==> src/rtl/irq_controller_if.sv <==
// Data-memory bus between the core and the interrupt controller's register window.
interface irq_controller_if;
    logic [31:0] memaddr;
    logic        memwrite;
    logic        memread;
    logic [31:0] writedata;
    logic [3:0]  be;
    logic        sel;
    logic [31:0] readdata;

    modport master (
        output memaddr, memwrite, memread, writedata, be,
        input  sel, readdata
    );

    modport slave (
        input  memaddr, memwrite, memread, writedata, be,
        output sel, readdata
    );
endinterface

==> src/rtl/irq_controller.sv <==
// Memory-mapped interrupt controller: synchronises, latches and masks NUM_SRC
// interrupt lines and drives the core's registered active-low nIRQ.
module irq_controller #(
    parameter int unsigned NUM_SRC   = 8,
    parameter logic [31:0] BASE_ADDR = 32'hFFFF_0000
) (
    input  logic               clk,
    input  logic               reset,
    input  logic [NUM_SRC-1:0] irq_src,
    irq_controller_if.slave    bus,
    output logic               nIRQ,
    output logic [4:0]         irq_id
);

    localparam logic [3:0] REG_RAW     = 4'd0;
    localparam logic [3:0] REG_ENABLE  = 4'd1;
    localparam logic [3:0] REG_PENDING = 4'd2;
    localparam logic [3:0] REG_EDGE    = 4'd3;
    localparam logic [3:0] REG_CLAIM   = 4'd4;

    logic [NUM_SRC-1:0] sync1, sync2, sync2_d;
    logic [NUM_SRC-1:0] enable, pending, edge_mode;
    logic [NUM_SRC-1:0] wmask, wdata, w1c, rise, active;
    logic [31:0]        byte_mask;
    logic [31:0]        reg_data;
    logic [3:0]         word;
    logic               wr_en;
    logic               unused_bits;

    assign bus.sel = (bus.memaddr & ~32'h3F) == BASE_ADDR;
    assign word    = bus.memaddr[5:2];
    assign wr_en   = bus.memwrite && bus.sel;

    always_comb begin
        byte_mask = '0;
        for (int unsigned i = 0; i < 4; i++) begin
            byte_mask[8*i +: 8] = {8{bus.be[i]}};
        end
    end

    assign wmask  = byte_mask[NUM_SRC-1:0];
    assign wdata  = bus.writedata[NUM_SRC-1:0];
    assign w1c    = (wr_en && word == REG_PENDING) ? (wdata & wmask) : '0;
    assign rise   = sync2 & ~sync2_d;
    assign active = pending & enable;

    // Register bits above NUM_SRC and the byte offset are deliberately dropped.
    assign unused_bits = ^{bus.memaddr[1:0], byte_mask, bus.writedata};

    always_ff @(posedge clk or negedge reset) begin
        if (!reset) begin
            sync1     <= '0;
            sync2     <= '0;
            sync2_d   <= '0;
            enable    <= '0;
            pending   <= '0;
            edge_mode <= '0;
            nIRQ      <= 1'b1;
        end else begin
            sync1   <= irq_src;
            sync2   <= sync1;
            sync2_d <= sync2;
            // Edge bits: rise is OR-ed after the clear so a same-edge rise wins.
            pending <= (edge_mode & ((pending & ~w1c) | rise)) | (~edge_mode & sync2);
            if (wr_en && word == REG_ENABLE) begin
                enable <= (enable & ~wmask) | (wdata & wmask);
            end
            if (wr_en && word == REG_EDGE) begin
                edge_mode <= (edge_mode & ~wmask) | (wdata & wmask);
            end
            nIRQ <= ~|active;
        end
    end

    always_comb begin
        irq_id = '0;
        for (int unsigned i = NUM_SRC; i > 0; i--) begin
            if (active[i-1]) begin
                irq_id = 5'(i - 1);
            end
        end
    end

    always_comb begin
        reg_data = '0;
        case (word)
            REG_RAW:     reg_data[NUM_SRC-1:0] = sync2;
            REG_ENABLE:  reg_data[NUM_SRC-1:0] = enable;
            REG_PENDING: reg_data[NUM_SRC-1:0] = pending;
            REG_EDGE:    reg_data[NUM_SRC-1:0] = edge_mode;
            REG_CLAIM:   reg_data = {|active, 26'b0, irq_id};
            default:     reg_data = '0;
        endcase
        bus.readdata = (bus.sel && bus.memread) ? reg_data : '0;
    end

endmodule
==> src/flat_wrapper.sv <==
// flat-port wrapper written by rule: the top's interface ports become plain ports
module irq_controller_flat 
#(
    parameter int unsigned NUM_SRC   = 8,
    parameter logic [31:0] BASE_ADDR = 32'hFFFF_0000
)
  (clk, reset, irq_src, nIRQ, irq_id, bus_memaddr, bus_memwrite, bus_memread, bus_writedata, bus_be, bus_sel, bus_readdata);
  irq_controller_if bus_i ();
  input  logic clk;
  input  logic reset;
  input  logic [NUM_SRC-1:0] irq_src;
  output logic nIRQ;
  output logic [4:0] irq_id;
  input wire logic [$bits(bus_i.memaddr)-1:0] bus_memaddr;
  input wire logic [$bits(bus_i.memwrite)-1:0] bus_memwrite;
  input wire logic [$bits(bus_i.memread)-1:0] bus_memread;
  input wire logic [$bits(bus_i.writedata)-1:0] bus_writedata;
  input wire logic [$bits(bus_i.be)-1:0] bus_be;
  output wire logic [$bits(bus_i.sel)-1:0] bus_sel;
  output wire logic [$bits(bus_i.readdata)-1:0] bus_readdata;
  assign bus_i.memaddr = bus_memaddr;
  assign bus_i.memwrite = bus_memwrite;
  assign bus_i.memread = bus_memread;
  assign bus_i.writedata = bus_writedata;
  assign bus_i.be = bus_be;
  assign bus_sel = bus_i.sel;
  assign bus_readdata = bus_i.readdata;
  irq_controller #(.NUM_SRC(NUM_SRC), .BASE_ADDR(BASE_ADDR)) u_core (.clk(clk), .reset(reset), .irq_src(irq_src), .bus(bus_i), .nIRQ(nIRQ), .irq_id(irq_id));
endmodule
==> config.mk <==
export PLATFORM = sky130hd
export DESIGN_NAME = irq_controller_flat
export DESIGN_NICKNAME = d
export VERILOG_FILES = /design/src/rtl/irq_controller_if.sv /design/src/rtl/irq_controller.sv /design/src/flat_wrapper.sv
export SDC_FILE = /design/constraint.sdc
export NUM_CORES = 1
export LEC_CHECK = 0
export ABC_AREA = 1
export CORE_MARGIN = 3
export CORE_UTILIZATION = 35
export CTS_BUF_LIST = sky130_fd_sc_hd__clkbuf_16
export DETAILED_ROUTE_END_ITERATION = 6
export PLACE_DENSITY = 0.71
export SYNTH_ARGS = -nofsm -noshare
export SYNTH_HDL_FRONTEND = slang
export SYNTH_SLANG_ARGS = --single-unit
==> constraint.sdc <==
create_clock -name clk -period 2.65 [get_ports clk]
set_input_delay 0.53 -clock clk [delete_from_list [all_inputs] [get_ports clk]]
set_output_delay 0.53 -clock clk [all_outputs]
set_load 0.02 [all_outputs]
==> impl_metrics.tcl, run 1 <==
set metrics [dict create \
    status "finished, final reports clean" \
    dieArea_mm2 0.00807 \
    area_delta_synth_final_pct 37.7 \
    drive_above_1_share 0.207 \
    r2r_slack_ns 1.62 \
    synth_cells 280 \
    grt_overflow 0 \
    synth_top_family_by_area "simple AND/OR/NAND/NOR gates" \
    synth_xor_area_frac 0 \
    gp_congestion 0.827 \
    min_path_type "primary input to asynchronous set/reset pin" \
    fp.coreArea_mm2 0.00657 \
    r2r_end "u_core.nIRQ" \
    setup-violations-final 0 \
    ys_types 26 \
    antenna_cells 0 \
    ant_nets 0 \
    grtUsageTotal 0.148 \
    max_freq_mhz 389 \
    clk_latency_ns 0.28 \
    worst-path-max-fanout 12 \
    clockBufferDepth 2 \
    htreeDepth 2 \
    routedWlPerCell_um 12.6 \
    dp_hpwl_mm 4.37 \
    yosysTopAreaCellShare 0.489 \
    ys_seq_area_frac 0.499 \
    critPathLaunchType "primary input" \
    holdBufCountCts 0 \
    multi_input_area_mm2 0.00105 \
    path_class "primary input to primary output" \
    grt_pass1_vias 2081 \
    ys_ff_latch 49 \
    arrival_ns 2.04 \
    cp-endpoint "bus_readdata[31]" \
    finalCritPeriodShare 0.970 \
    pin_count 119 \
    end_kind "primary output" \
    fp-row-count 29 \
    nFillCells 585 \
    numPlacedInstances 448 \
    route.detailed.drc 0 \
    cellLeakagePower_nw 1.62 \
    vdd_drop_max_v 0.000281 \
    ys_warn_count 0 \
    grt_max_degree 25 \
    via_per_inst 4.55 \
    finalSetupTns_ns 0 \
    required_ns 2.12 \
    root_buffer "clkbuf_16" \
    avgSynthCellArea_um2 8.78 \
    synth.area.mux_share 0 \
    firstDrtPassIters 4 \
    syn_area_mm2 0.00246 \
    cts_buffers 5 \
    hold_viol 0 \
    skew_ns 0.00481 \
    seq_area_mm2 0.00123 \
    yosys.area_share.simple 0.262 \
    cp-startpoint "bus_memaddr[7]" \
    grt_pass1_wl_mm 9.68 \
    drt_wl_total_mm 5.82 \
    cts.sinks 49 \
    num_vias 2097 \
    cap_violations 0 \
    drt_iter0_markers 147 \
    synth_area_leader_cell "dfrtp_1" \
    synth.area.top_cells "dfrtp_1, nand2_1, buf_4, o21ai_2, nand3_1" \
    fin_crit_ns 2.57 \
    die_x_um 89.8 \
    synth-compound-area-share 0.108 \
    initial_utilization 0.374 \
    r2r_cells 5 \
    finalMaxSlewViolations 0 \
    antenna_found_initial 0 \
    synth-adder-area-share 0 \
    cts_tree "yes" \
    die_h_um 89.8 \
    port-buffer-count 64 \
    layout.nets 447 \
    layout.cells.non_filler 461 \
    clkSlewWorstSetupHoldPaths_ns 0.06 \
    p_per_area_mw_per_mm2 461 \
]
## through the flow
stage	total power, mW	area (um2)	hold slack (ns)	util	setup WS (ns)
after floorplan	0.887	2550	0.234	-	0.489
after global placement	0.970	3190	0.333	0.486	-0.480
after detailed placement	0.974	3190	0.336	0.486	-0.510
after CTS	1.58	3360	0.0825	0.512	-0.0637
after global routing	1.64	3390	0.0823	0.516	-0.00978
final	1.56	3390	0.0814	0.516	0.0805
## worst max-delay path: stages
cell,delay [ns]
clkdlybuf4s50_1,0.40
or2_1,0.22
nor2_1,0.13
nand2_2,0.10
nor2_8,0.12
buf_8,0.17
nand3_1,0.08
nor2_1,0.10
buf_2,0.18
## power by group
part / leakage [nW] / switching, mW / internal (mW)
Combinational: 0.943 / 0.0926 / 0.0859
Clock: 0.0748 / 0.254 / 0.343
Sequential: 0.607 / 0.0133 / 0.773
Total: 1.62 / 0.360 / 1.20
## layout make-up
class,count,area share
well taps,93,0.0344
inverters,24,0.0281
clock buffers,5,0.0370
repair buffers,85,0.225
flip-flops and latches,49,0.363
clock inverters,3,0.00407
multi-input cells,202,0.309
## layout by cell type, fill, tap and decap left out, types with 2 or more instances in the layout
master            n
nand2_1          86
clkdlybuf4s50_1  51
dfrtp_1          48
conb_1           25
inv_1            21
buf_4            21
nand3_1          18
o21ai_2          16
nor2_1           15
nand4_1           9
buf_2             9
a21oi_1           7
a21oi_2           6
nand2_2           5
clkbuf_16         5
nand3_2           2
inv_4             2
o2111a_1          2
o21ai_0           2
nand3_4           2
clkinv_2          2
dlymetal6s2s_1    2
## routing by layer
metal | up-vias | part of all wire | GRT usage
met1 | 964 | 0.44 | 0.189
met2 | 88 | 0.47 | 0.239
met5 | - | 0 | 0
li1 | 1032 | - | -
met3 | 13 | 0.073 | 0.0401
met4 | 0 | 0.023 | 0.0626
## worst min path at each step
stage / from / end / cells after the start
final: reset / u_core.sync1[2] / 1
after detailed placement: u_core.sync1[4] / u_core.sync2[4] / 0
after floorplan: reset / asynchronous set/reset pin / 0
after CTS: reset / u_core.sync1[3] / 1
after global placement: u_core.sync1[4] / u_core.sync2[4] / 0
after global routing: reset / u_core.sync1[2] / 1
## cells in the mapped netlist (all sizes together)
cell	n
conb	1
o2111a	2
inv	23
nor3	1
dfstp	1
a21boi	1
nand2	91
o21ai	18
o211ai	1
clkinv	1
or2	1
nand4	9
dfrtp	48
a21oi	13
nand3	22
o2bb2ai	1
nor2	17
buf	29
## timing repair
item / CTS / global route
setup endpoints to repair: 10 / 10
pin swaps: 1 / 1
setup buffers: 3 / 2
gates resized for setup: 41 / 14
## cells by family after synthesis
logic type	after synthesis
other cells	1
buf+inv	53
simple gates	141
compound gates	36
flops	49
No activity file was read; power rests on OpenSTA's default activity.
==> run 2, diff against run 1 <==
--- a/config.mk
+++ b/config.mk
@@ -10,7 +10,10 @@
 export CORE_UTILIZATION = 35
 export CTS_BUF_LIST = sky130_fd_sc_hd__clkbuf_16
 export DETAILED_ROUTE_END_ITERATION = 6
+export GPL_TIMING_DRIVEN = 0
 export PLACE_DENSITY = 0.71
+export REMOVE_ABC_BUFFERS = 1
+export SLEW_MARGIN = 10
 export SYNTH_ARGS = -nofsm -noshare
 export SYNTH_HDL_FRONTEND = slang
 export SYNTH_SLANG_ARGS = --single-unit
==> run 2 against run 1 <==
Effect of this change:
- sequential share of layout area up 0.15 points
- first-iteration DRC count decreased by 10%
- combinational power barely moved
- clock power rose by 17%
- critical path type unchanged
- largest cell class unchanged
- highest routed layer unchanged
==> impl_metrics.tcl, run 2 (synthesized netlist as in run 1, its figures left out) <==
set metrics [dict create \
    root_buffer "clkbuf_16" \
    path_class "primary input to primary output" \
    firstDrtPassIters 4 \
    fp-row-count 29 \
    drt_iter0_markers 132 \
    via_per_inst 4.63 \
    die_x_um 89.8 \
    num_vias 2106 \
    clockBufferDepth 2 \
    arrival_ns 2.04 \
    pin_count 119 \
    drt_wl_total_mm 5.99 \
    p_int_mw 1.30 \
    grt_max_degree 26 \
    status "finished, final reports clean" \
    clk_latency_ns 0.29 \
    hold_viol 0 \
    min_path_type "primary input to asynchronous set/reset pin" \
    cap_violations 0 \
    final_cell_mix "nand2_1, clkdlybuf4s50_1, dfrtp_1" \
    antenna_found_initial 0 \
    cts_buffers 5 \
    swShare 0.221 \
    p_sw_mw 0.368 \
    cp_slowest_stage_delay_ns 0.39 \
    final_area_mm2 0.00337 \
    cts.sinks 49 \
    cts_tree "yes" \
    layout.cells.non_filler 455 \
    routedWlPerCell_um 13.2 \
    relSlewSlack 0.615 \
    critPathLaunchType "primary input" \
    pwr-share-seq 0.473 \
    end_kind "primary output" \
    place_area_mm2 0.00309 \
    grt_pass1_wl_mm 10.1 \
    ant_nets 0 \
    numPlacedInstances 433 \
    power.share.clock 0.421 \
    dieArea_mm2 0.00807 \
    slowest_stage "clkdlybuf4s50_1" \
    grtUsageTotal 0.155 \
    final_common_cell "nand2_1" \
    cellLeakagePower_nw 1.60 \
    worst-path-max-fanout 8 \
    r2r_slack_ns 1.55 \
    p_per_area_mw_per_mm2 494 \
    initial_utilization 0.374 \
    setup-violations-final 0 \
    layout.nets 441 \
    skew_ns 0.00270 \
    vdd_drop_max_v 0.000309 \
    route.detailed.drc 0 \
    clkSlewWorstSetupHoldPaths_ns 0.06 \
    fp.coreArea_mm2 0.00657 \
    rsz0062_at_grt "false" \
    die_h_um 89.8 \
    cp_cell_sequence "clkdlybuf4s50_1, or2_1, nor2_1, nand2_2, nor2_8, o211ai_4, a21oi_1, buf_4" \
    grt_overflow 0 \
    grt_pass1_vias 2103 \
    drive_above_1_share 0.185 \
    gp_congestion 0.779 \
    finalCritPeriodShare 0.970 \
    finalMaxSlewViolations 0 \
    area_delta_synth_final_pct 37.1 \
    antenna_cells 0 \
    dp_hpwl_mm 4.23 \
    htreeDepth 2 \
    fin_crit_ns 2.57 \
    holdBufCountCts 0 \
    whs_ns 0.239 \
    comb_power_share 0.107 \
    pre_cts_ws_ns -0.684 \
    required_ns 2.12 \
    fin_ws_ns 0.0792 \
    worstMarginPinSlew_ns 0.578 \
    max_freq_mhz 389 \
    port-buffer-count 64 \
]
[run 2: cell types whose count changed in the layout (fill, tap and decap cells not counted), sizes merged]
| cell | delta |
|---|---|
| bufinv | +1 |
| clkinv | -1 |
| inv | -1 |
| dlymetal6s2s | +1 |
| clkdlybuf4s50 | -1 |
| clkinvlp | +1 |
| buf | -5 |
| dlygate4sd2 | -1 |
[run 2: cell type report]
| cell class | instances | area, um2 |
|---|---|---|
| clock buffer | 5 | 125 |
| timing repair buffer | 79 | 741 |
| tap | 93 | 116 |
| multi-input combinational | 202 | 1030 |
| fill | 623 | 3200 |
| clock inverter | 3 | 37.5 |
| inverter | 24 | 98.8 |
| sequential | 49 | 1230 |
[run 2: critical path, delay by kind of cell]
family	cells	cell delay, ns
AO/OA/AOI/OAI	2	0.35
buffers and inverters	2	0.56
AND/OR/NAND/NOR	4	0.61
[run 2: final timing paths]
kind | startpoint | to | depth (start not counted)
min reg2reg | u_core.sync1[3] | u_core.sync2[3] | 0
min in group clk | u_core.sync1[3] | u_core.sync2[3] | 0
max reg2reg | u_core.pending[3] | u_core.nIRQ | 5
min | reset | asynchronous set/reset pin | 1
max in group asynchronous | reset | u_core.pending[1] | 2
max | bus_memaddr[7] | bus_readdata[3] | 8
[run 2: timing repair]
item | in CTS | in global routing
setup buffers | 11 | 3
resized for setup | 44 | 13
pin swaps | 2 | 3
endpoints found under the setup margin | 10 | 9
[run 2: metal layers]
metal  vias to the layer above  global-route usage  wire, um
met5                         -                   0         0
met4                         0              0.0613        66
met3                         8              0.0392       497
met2                        91               0.269      2950
met1                       989               0.183      2470
li1                       1018                   -         -
[run 2: power by group through the flow]
| stage | clock network, mW | logic (mW) | registers (mW) |
|---|---|---|---|
| finish | 0.701 | 0.177 | 0.786 |
| global route | 0.738 | 0.194 | 0.789 |
| CTS | 0.717 | 0.176 | 0.786 |
| detailed placement | 0 | 0.167 | 0.800 |
| global placement | 0 | 0.162 | 0.799 |
| floorplan | 0 | 0.0628 | 0.796 |
[run 2: through the flow]
step / power (mW) / TNS [ns] / utilization
3_3_place_gp: 0.961 / -20.67 / 0.469
3_5_place_dp: 0.967 / -5.77 / 0.471
6_report: 1.66 / 0 / 0.513
4_1_cts: 1.68 / 0 / 0.510
5_1_grt: 1.72 / 0 / 0.513
2_1_floorplan: 0.859 / 0 / -
==> run 3, diff against run 2 <==
--- a/config.mk
+++ b/config.mk
@@ -13,7 +13,7 @@
 export GPL_TIMING_DRIVEN = 0
 export PLACE_DENSITY = 0.71
 export REMOVE_ABC_BUFFERS = 1
-export SLEW_MARGIN = 10
+export SKIP_CTS_REPAIR_TIMING = 1
 export SYNTH_ARGS = -nofsm -noshare
 export SYNTH_HDL_FRONTEND = slang
 export SYNTH_SLANG_ARGS = --single-unit
==> run 3 against run 2 <==
Effect of this change:
- cell count is the same
- non-clock buffer count is the same
- worst setup slack lost 0.063 ns
- flip-flop and latch count is the same
- clock-buffer cell count is the same
- final area shrank 0.33%
- combinational power shrank 2%
- routed wire length shrank 1.3%
- first-iteration DRC count grew 14%
- clock power grew 0.7%
- power is essentially flat
- maximum frequency shrank 2.4%
- critical path type unchanged
==> impl_metrics.tcl, run 3 (synthesized netlist as in run 1, its figures left out) <==
set metrics [dict create \
    status "finished, final reports clean" \
    port-buffer-count 64 \
    met3_usage 0.0409 \
    grt_overflow 0 \
    finalCritPeriodShare 0.994 \
    worst-path-max-fanout 8 \
    grt_pass1_vias 1992 \
    path_class "primary input to primary output" \
    vdd_drop_max_v 0.000310 \
    firstDrtPassIters 5 \
    grt_pass1_wl_mm 9.71 \
    dp_hpwl_mm 4.23 \
    grtUsageTotal 0.148 \
    r2r_start "u_core.pending[3]" \
    htreeDepth 2 \
    drive_above_1_share 0.177 \
    critPathLaunchType "primary input" \
    relSlewSlack 0.615 \
    via_per_inst 4.65 \
    fin_ws_ns 0.0164 \
    root_buffer "clkbuf_16" \
    end_kind "primary output" \
    use_met1 0.179 \
    ant_nets 0 \
    cts_buffers 5 \
    num_vias 2118 \
    final_common_cell "nand2_1" \
    routedWlPerCell_um 13.0 \
    cts_tree "yes" \
    pin_count 119 \
    hold_viol 0 \
    pre_cts_ws_ns -0.684 \
    arrival_ns 2.10 \
    grt.busiest_layer "met2" \
    r2r_slack_ns 1.54 \
    whs_ns 0.233 \
    fin_crit_ns 2.63 \
    route.detailed.drc 0 \
    cap_violations 0 \
    grt_max_degree 26 \
    area_delta_synth_final_pct 36.7 \
    layout.nets 441 \
    fp-row-count 29 \
    clk_latency_ns 0.29 \
    gp_congestion 0.779 \
    clkSlewWorstSetupHoldPaths_ns 0.06 \
    antenna_cells 0 \
    dieArea_mm2 0.00807 \
    finalMaxSlewViolations 0 \
    drt_iter0_markers 151 \
    setup-violations-final 0 \
    worstMarginPinSlew_ns 0.578 \
    fp.coreArea_mm2 0.00657 \
    r2r_cells 5 \
    rsz0062_at_grt "true" \
    min_path_type "primary input to asynchronous set/reset pin" \
    max_freq_mhz 380 \
    p_per_area_mw_per_mm2 495 \
    cts.sinks 49 \
    required_ns 2.12 \
    drt_wl_total_mm 5.91 \
    r2r_end "u_core.nIRQ" \
    finalPower_mw 1.66 \
    fin_util 0.512 \
    antenna_found_initial 0 \
    skew_ns 0.00439 \
    die_h_um 89.8 \
    die_x_um 89.8 \
    clockBufferDepth 2 \
    met2_usage 0.249 \
    final_cell_mix "nand2_1, clkdlybuf4s50_1, dfrtp_1" \
    initial_utilization 0.374 \
    cellLeakagePower_nw 1.61 \
]
## run 3: cell types whose count changed in the layout (fill, tap and decap cells not counted), sizes merged
| cell | change |
|---|---|
| buf | -5 |
| clkinvlp | +1 |
| clkdlybuf4s50 | -1 |
| clkbuf | +4 |
| dlymetal6s2s | +2 |
| inv | -1 |
## run 3: final cells by class
class	count	area (um2)
Fill cell	607	3210
Timing Repair Buffer	79	736
Tap cell	93	116
Clock buffer	5	125
Inverter	24	97.6
Clock inverter	3	37.5
Multi-Input combinational cell	202	1020
Sequential cell	49	1230
## run 3: worst max path at each step
stage	startpoint	end	slack, ns	cells past startpoint
global placement	bus_memaddr[22]	bus_readdata[0]	-0.70	8
CTS	bus_memaddr[22]	bus_readdata[3]	-0.69	8
finish	bus_memaddr[7]	bus_readdata[3]	0.02	8
detailed placement	bus_memaddr[7]	bus_readdata[3]	-0.68	8
global route	bus_memaddr[7]	bus_readdata[3]	-0.05	8
floorplan	bus_memaddr[7]	bus_readdata[0]	0.36	6
## run 3: worst max-delay path: stages
cell and delay [ns]:
clkdlybuf4s50_1 0.39, or2_1 0.22, nor2_1 0.13, nand2_2 0.11
nor2_8 0.18, o211ai_4 0.15, a21oi_1 0.19, clkbuf_2 0.20
## run 3: metal layers
| metal | part of all wire | vias up |
|---|---|---|
| met2 | 0.48 | 90 |
| li1 | - | 1018 |
| met4 | 0.013 | 0 |
| met1 | 0.42 | 1001 |
| met3 | 0.084 | 9 |
| met5 | 0 | - |
## run 3: per-stage QoR
step,area [um2],TNS (ns),std cells
finish,3360,0,455
global route,3360,-0.204,455
CTS,3260,-5.87,441
detailed placement,3090,-5.77,433
global placement,3080,-20.67,432
floorplan,2320,0,275
## run 3: where the power goes
part           internal, mW  switching [mW]
Clock                 0.439           0.267
Combinational        0.0813          0.0913
Sequential            0.773          0.0136
Total                  1.29           0.372
